--- config.mk ---
export PLATFORM = sky130hd
export DESIGN_NAME = barry_motion_flat
export DESIGN_NICKNAME = d
export VERILOG_FILES = /design/src/rtl/barry_pkg.sv /design/src/rtl/barry_motion_if.sv /design/src/rtl/barry_motion_frame_tick.sv /design/src/rtl/barry_motion.sv /design/src/flat_wrapper.sv
export SDC_FILE = /design/constraint.sdc
export NUM_CORES = 1
export LEC_CHECK = 0
export ABC_CLOCK_PERIOD_IN_PS = 4400
export BUFFER_PORTS_ARGS = -buffer_cell sky130_fd_sc_hd__buf_2
export CORE_ASPECT_RATIO = 1.75
export CORE_MARGIN = 2
export CORE_UTILIZATION = 41
export CTS_CLUSTER_SIZE = 10
export DETAILED_ROUTE_END_ITERATION = 10
export SYNTH_ARGS = -nofsm -noshare
export SYNTH_HDL_FRONTEND = slang
export SYNTH_SLANG_ARGS = --single-unit
--- constraint.sdc ---
create_clock -name clk -period 4.4 [get_ports clk]
set_input_delay 0.22 -clock clk [delete_from_list [all_inputs] [get_ports clk]]
set_output_delay 0.22 -clock clk [all_outputs]
set_load 0.01 [all_outputs]
--- src/rtl/barry_pkg.sv ---
// barry_pkg: shared motion-state enum, coordinate widths and default sprite geometry
package barry_pkg;
  typedef enum logic [1:0] {GROUNDED = 2'd0, FLYING = 2'd1, FALLING = 2'd2, CEILING = 2'd3} motion_state_t;
  localparam int X_W = 10;
  localparam int Y_W = 9;
  localparam logic [X_W-1:0] X_POS_D = 10'd100;
  localparam logic [X_W-1:0] WIDTH_D = 10'd30;
  localparam logic [Y_W-1:0] HEIGHT_D = 9'd60;
  localparam logic [Y_W-1:0] Y_TOP_D = 9'd0;
  localparam logic [Y_W-1:0] Y_FLOOR_D = 9'd479;
  localparam int GRAVITY_D = 1;
  localparam int THRUST_D = 2;
  localparam int VMAX_D = 8;
  localparam int TICK_DIV_D = 1;
endpackage

--- src/rtl/barry_motion_if.sv ---
// barry_motion_if: frame/button inputs and sprite bounding-box outputs of the motion controller
interface barry_motion_if;
  import barry_pkg::*;
  logic frame_start;
  logic thrust;
  logic freeze;
  logic [X_W-1:0] barry_x0;
  logic [X_W-1:0] barry_x1;
  logic [Y_W-1:0] barry_y0;
  logic [Y_W-1:0] barry_y1;
  logic on;
  motion_state_t state;
  modport master (output frame_start, thrust, freeze, input barry_x0, barry_x1, barry_y0, barry_y1, on, state);
  modport slave (input frame_start, thrust, freeze, output barry_x0, barry_x1, barry_y0, barry_y1, on, state);
endinterface

--- src/rtl/barry_motion_frame_tick.sv ---
// barry_motion_frame_tick: frame_start rising-edge detector and TICK_DIV divider, one-cycle update pulse
module barry_motion_frame_tick #(
  parameter int TICK_DIV = 1
) (
  input  logic clk,
  input  logic reset,
  input  logic frame_start,
  output logic upd
);
  logic fs_q;
  logic [3:0] cnt;
  logic rise;
  logic last;
  always_comb begin
    rise = frame_start & ~fs_q;
    last = cnt == 4'(TICK_DIV - 1);
  end
  always_ff @(posedge clk) begin
    if (reset) begin
      fs_q <= 1'b0;
      cnt <= '0;
      upd <= 1'b0;
    end else begin
      fs_q <= frame_start;
      upd <= rise & last;
      if (rise) cnt <= last ? 4'd0 : cnt + 4'd1;
    end
  end
endmodule

--- src/rtl/barry_motion.sv ---
// barry_motion: per-frame thrust/gravity integration with ceiling/floor clamp for the Barry sprite
// PHYS_SUBPIXEL_EN adds 4 fractional bits to position and velocity (velocity widens to 10 bits).
module barry_motion
  import barry_pkg::*;
#(
  parameter logic [X_W-1:0] X_POS = X_POS_D,
  parameter logic [X_W-1:0] WIDTH = WIDTH_D,
  parameter logic [Y_W-1:0] HEIGHT = HEIGHT_D,
  parameter logic [Y_W-1:0] Y_TOP = Y_TOP_D,
  parameter logic [Y_W-1:0] Y_FLOOR = Y_FLOOR_D,
  parameter int GRAVITY = GRAVITY_D,
  parameter int THRUST = THRUST_D,
  parameter int VMAX = VMAX_D,
  parameter int TICK_DIV = TICK_DIV_D
) (
  input logic clk,
  input logic reset,
  barry_motion_if.slave bus
);
`ifdef PHYS_SUBPIXEL_EN
  localparam int FRAC = 4;
  localparam int VW = 10;
`else
  localparam int FRAC = 0;
  localparam int VW = 6;
`endif
  localparam int PW = Y_W + FRAC;
  localparam int AW = 11 + FRAC;
  localparam logic [Y_W-1:0] FLR = Y_FLOOR - HEIGHT;
  localparam logic signed [AW-1:0] LIM = AW'(VMAX);
  localparam logic signed [AW-1:0] TOP_S = $signed(AW'(Y_TOP));
  localparam logic signed [AW-1:0] FLR_S = $signed(AW'(FLR));
  logic [PW-1:0] p, pn;
  logic signed [VW-1:0] v, vn;
  logic signed [AW-1:0] vt, vl, yn, yi;
  motion_state_t st, sn;
  logic on_q, thr_q, frz_q, upd, ceil, gnd;
  barry_motion_frame_tick #(.TICK_DIV(TICK_DIV)) u_tick (
    .clk(clk),
    .reset(reset),
    .frame_start(bus.frame_start),
    .upd(upd)
  );
  // thr_q/frz_q hold the values seen on the edge cycle, which is when upd is being registered
  always_comb begin
    vt = thr_q ? AW'(v) - AW'(THRUST) : AW'(v) + AW'(GRAVITY);
    vl = thr_q ? (vt < -LIM ? -LIM : vt) : (vt > LIM ? LIM : vt);
    yn = $signed(AW'(p)) + vl;
    yi = yn >>> FRAC;
    ceil = yi < TOP_S;
    gnd = !ceil && yi > FLR_S;
    pn = ceil ? PW'(Y_TOP) << FRAC : gnd ? PW'(FLR) << FRAC : PW'(yn);
    vn = (ceil || gnd) ? '0 : VW'(vl);
    sn = ceil ? CEILING : gnd ? GROUNDED : (vl < 0 || (vl == 0 && thr_q)) ? FLYING : FALLING;
  end
  always_ff @(posedge clk) begin
    if (reset) begin
      p <= PW'(FLR) << FRAC;
      v <= '0;
      st <= GROUNDED;
      on_q <= 1'b0;
      thr_q <= 1'b0;
      frz_q <= 1'b0;
    end else begin
      thr_q <= bus.thrust;
      frz_q <= bus.freeze;
      if (upd) begin
        on_q <= thr_q & ~frz_q;
        if (!frz_q) begin
          p <= pn;
          v <= vn;
          st <= sn;
        end
      end
    end
  end
  always_comb begin
    bus.barry_x0 = X_POS;
    bus.barry_x1 = X_POS + WIDTH;
    bus.barry_y0 = Y_W'(p >> FRAC);
    bus.barry_y1 = Y_W'(p >> FRAC) + HEIGHT;
    bus.on = on_q;
    bus.state = st;
  end
endmodule

--- src/flat_wrapper.sv ---
// flat-port wrapper written by rule: the top's interface ports become plain ports
module barry_motion_flat import barry_pkg::*;
#(
  parameter logic [X_W-1:0] X_POS = X_POS_D,
  parameter logic [X_W-1:0] WIDTH = WIDTH_D,
  parameter logic [Y_W-1:0] HEIGHT = HEIGHT_D,
  parameter logic [Y_W-1:0] Y_TOP = Y_TOP_D,
  parameter logic [Y_W-1:0] Y_FLOOR = Y_FLOOR_D,
  parameter int GRAVITY = GRAVITY_D,
  parameter int THRUST = THRUST_D,
  parameter int VMAX = VMAX_D,
  parameter int TICK_DIV = TICK_DIV_D
)
  (clk, reset, bus_frame_start, bus_thrust, bus_freeze, bus_barry_x0, bus_barry_x1, bus_barry_y0, bus_barry_y1, bus_on, bus_state);
  barry_motion_if bus_i ();
  input logic clk;
  input logic reset;
  input wire logic [$bits(bus_i.frame_start)-1:0] bus_frame_start;
  input wire logic [$bits(bus_i.thrust)-1:0] bus_thrust;
  input wire logic [$bits(bus_i.freeze)-1:0] bus_freeze;
  output wire logic [$bits(bus_i.barry_x0)-1:0] bus_barry_x0;
  output wire logic [$bits(bus_i.barry_x1)-1:0] bus_barry_x1;
  output wire logic [$bits(bus_i.barry_y0)-1:0] bus_barry_y0;
  output wire logic [$bits(bus_i.barry_y1)-1:0] bus_barry_y1;
  output wire logic [$bits(bus_i.on)-1:0] bus_on;
  output wire logic [$bits(bus_i.state)-1:0] bus_state;
  assign bus_i.frame_start = bus_frame_start;
  assign bus_i.thrust = bus_thrust;
  assign bus_i.freeze = bus_freeze;
  assign bus_barry_x0 = bus_i.barry_x0;
  assign bus_barry_x1 = bus_i.barry_x1;
  assign bus_barry_y0 = bus_i.barry_y0;
  assign bus_barry_y1 = bus_i.barry_y1;
  assign bus_on = bus_i.on;
  assign bus_state = bus_i.state;
  barry_motion #(.X_POS(X_POS), .WIDTH(WIDTH), .HEIGHT(HEIGHT), .Y_TOP(Y_TOP), .Y_FLOOR(Y_FLOOR), .GRAVITY(GRAVITY), .THRUST(THRUST), .VMAX(VMAX), .TICK_DIV(TICK_DIV)) u_core (.clk(clk), .reset(reset), .bus(bus_i));
endmodule
==> flow_summary_export.csv <==
group,metric,value,unit
clock_network,cts_tree,"built",
worst_setup_path,worstPathCellList,"inv_1 > ha_1 > nand4bb_1 > o21ai_0 > xor2_1 > nor3b_4 > buf_4 > o21ai_1 > inv_1 > ha_1 > a211o_1 > a21oi_1 > a2111oi_1 > o21ai_1 > a32o_2 > o41ai_4",
min_path,hold_path_class,"in -> reg",
sta,slew_viol_final,0,
place,place_congestion,0.862,
final_layout,nNetsFinal,335,
sta,min_period,4.31,ns
worst_setup_path,cpPeakStageDelay,0.63,ns
power_and_ir_drop,p_leak,1.18,nW
global_route,grt_usage,0.192,
worst_setup_path,cp.required,4.56,ns
sta,fin_crit_sh,0.979,
final_layout,layout.cells.non_filler,388,
global_route,grt_max_degree,24,
clock_network,cts_buffer_depth,2,
routing,vias,2159,
final_layout,layout.cells.most_common,"buf_2",
worst_setup_path,start_kind,"flop",
logic_synthesis,synth_cells,287,
place,place_ws,-0.000997,ns
place,port_buffers,25,
routing,drt_drc_violations_left,0,
global_route,grt_overflow_total,0,
global_route,antenna_found_initial,0,
power_and_ir_drop,p_total,0.000740,W
sta,relSlewSlack,0.517,
floorplan,initial_utilization,0.425,
floorplan,coreArea,0.00559,mm^2
clock_network,cts_sinks,26,
global_route,grt_pass1_wl,9480,um
sta,setup_tns,0,ns
logic_synthesis,ys_ff_latch,26,
place,dpl.hpwl,4750,um
routing,routed_wl,6150,um
logic_synthesis,ys_warn_count,0,
logic_synthesis,async_flop_share,0,
clock_network,clock_latency,0.28,ns
final_layout,final.fill_count,586,
place,dp_cells,382,
final_layout,area_growth,11.6,%
sta,layout_setup_ws,0.0916,ns
floorplan,die_w,61.5,um
run_status,status,"finished, final reports clean",
logic_synthesis,syn_area_per_cell,8.27,um^2
logic_synthesis,ys_types,71,
sta,finalClockSkew,0.00560,ns
logic_synthesis,synth_area,0.00237,mm^2
power_and_ir_drop,ir_drop,0.121,mV
worst_setup_path,crit_fanout,6,
sta,worst_pin_slew,0.722,ns
worst_setup_path,critPathSlowestCell,"a2111oi_1",
final_layout,drive_gt1_frac,0.224,
clock_network,clk_pin_slew,0.10,ns
routing,dr.pass1.iters,4,
logic_synthesis,yosysSeqAreaShare,0.219,
final_layout,n_antenna_cell,0,
routing,wl_per_cell,15.9,um
sta,max_freq,232,MHz
logic_synthesis,synth_ff_type,"dfxtp_1",
floorplan,rows,36,
sta,finalSetupViolCount,0,
floorplan,dieHeight,105,um
sta,final_hold_viol_count,0,
clock_network,cts_buffers,3,
floorplan,ios,46,
final_layout,layout_common_cells,"25 x buf_2, 24 x dfxtp_1, 21 x a21oi_1",
worst_setup_path,cp-end-kind,"flop",
routing,antenna_left,0,
power_and_ir_drop,powerDensity,279,mW/mm^2
worst_setup_path,cp.arrival,4.47,ns
clock_network,cts_root_buf,"clkbuf_8",
global_route,grt_pass1_vias,2034,
flow_run,cap_violations,0,
routing,drt_iter0_drc,111,
worst_setup_path,crit_type,"reg -> reg",
clock_network,htree_levels,1,
logic_synthesis,synth_edf_count,0,
floorplan,dieArea,0.00644,mm^2
routing,vias_per_cell,5.56,
worst_setup_path,r2r_slack,0.09,ns
## metrics by stage
stage	util	hold WS (ns)	cell area, um^2
after floorplan	-	0.348	2440
after global placement	0.450	0.439	2510
after detailed placement	0.450	0.435	2510
after CTS	0.463	0.158	2590
after global routing	0.474	0.172	2650
final	0.474	0.163	2650
## report_power, final
group / internal [W] / switching [W]
sequential: 0.000245 / 0.0000135
combinational: 0.000107 / 0.000170
clock: 0.000122 / 0.0000817
## synth_stat cells, drive strengths merged (2+ instances only)
library cell	count	area share
ha	16	0.084
o211ai	7	0.022
nor3	7	0.017
or3	2	0.0074
and2	3	0.0079
o21a	5	0.016
nand3b	2	0.0063
conb	2	0.0032
o41ai	7	0.042
clkbuf	4	0.0068
nand2	15	0.024
o21ai	15	0.032
a211o	5	0.018
a21boi	2	0.0063
a21o	4	0.013
o31ai	2	0.0063
nor2b	7	0.018
nor3b	3	0.0095
buf	30	0.089
nor2	14	0.022
xor2	7	0.026
inv	19	0.030
nand4	3	0.011
dfxtp	26	0.22
nand3	9	0.019
a311oi	2	0.010
a32o	6	0.026
a211oi	3	0.012
or2	2	0.0063
xnor2	7	0.026
a21oi	23	0.050
nand2b	5	0.013
a22o	2	0.0079
## layer usage
layer	share of wire	vias up	GRT usage
li1	-	1057	-
met1	0.38	1027	0.211
met2	0.54	54	0.335
met3	0.023	21	0.0186
met4	0.054	0	0.111
met5	0	-	0
## worst max-delay path, delay by kind of cell, from the launching register on
kind,cells,cell delay (ns)
adder cells (fa/ha/maj),2,0.51
AND/OR/NAND/NOR,2,0.43
flip-flops,1,0.41
AO/OA/AOI/OAI,8,2.17
XOR/XNOR,1,0.38
buffers and inverters,3,0.31
## layout make-up
class,instances,area [um^2],area share
clock inverter,1,30.0,0.0113
timing repair buffer,37,215,0.0812
inverter,19,71.3,0.0269
multi-input combinational,226,1670,0.632
sequential,26,523,0.197
clock buffer,3,41.3,0.0156
tap,76,95.1,0.0359
## cell families (layout without fill, tap and decap cells)
logic type | after synthesis | after routing | share of synthesized area
DFF | 26 | 26 | 0.219
and+or+nand+nor | 78 | 78 | 0.184
adders and majority gates | 17 | 17 | 0.0927
xor gates and xnor gates | 14 | 14 | 0.0516
muxes | 2 | 2 | 0.00896
buffers and inverters | 53 | 60 | 0.125
AOI/OAI and AO/OA | 95 | 95 | 0.315
other | 2 | 20 | 0.00316
## registers in the layout (all words and copies together), names as in the netlist
register,count
u_core.u_tick.upd,1
u_core.bus.state,2
u_core.bus.barry_y0,9
u_core.v,6
u_core.frz_q,1
u_core.u_tick.cnt,4
u_core.bus.on,1
u_core.thr_q,1
u_core.u_tick.fs_q,1
## timing repair
action,CTS,global route
pin swaps,0,3
gates resized for setup,1,12
setup endpoints to repair,1,17
hold buffers,0,0
buffers inserted,0,2
## final timing paths
| kind | startpoint | end | cells past startpoint |
|---|---|---|---|
| max | u_core.v[1] | u_core.v[2] | 16 |
| min | bus_freeze | u_core.frz_q | 2 |
| max reg2reg | u_core.v[1] | u_core.v[2] | 16 |
| min reg2reg | u_core.bus.on | u_core.bus.on | 2 |
(Power assumes the default switching activity.)
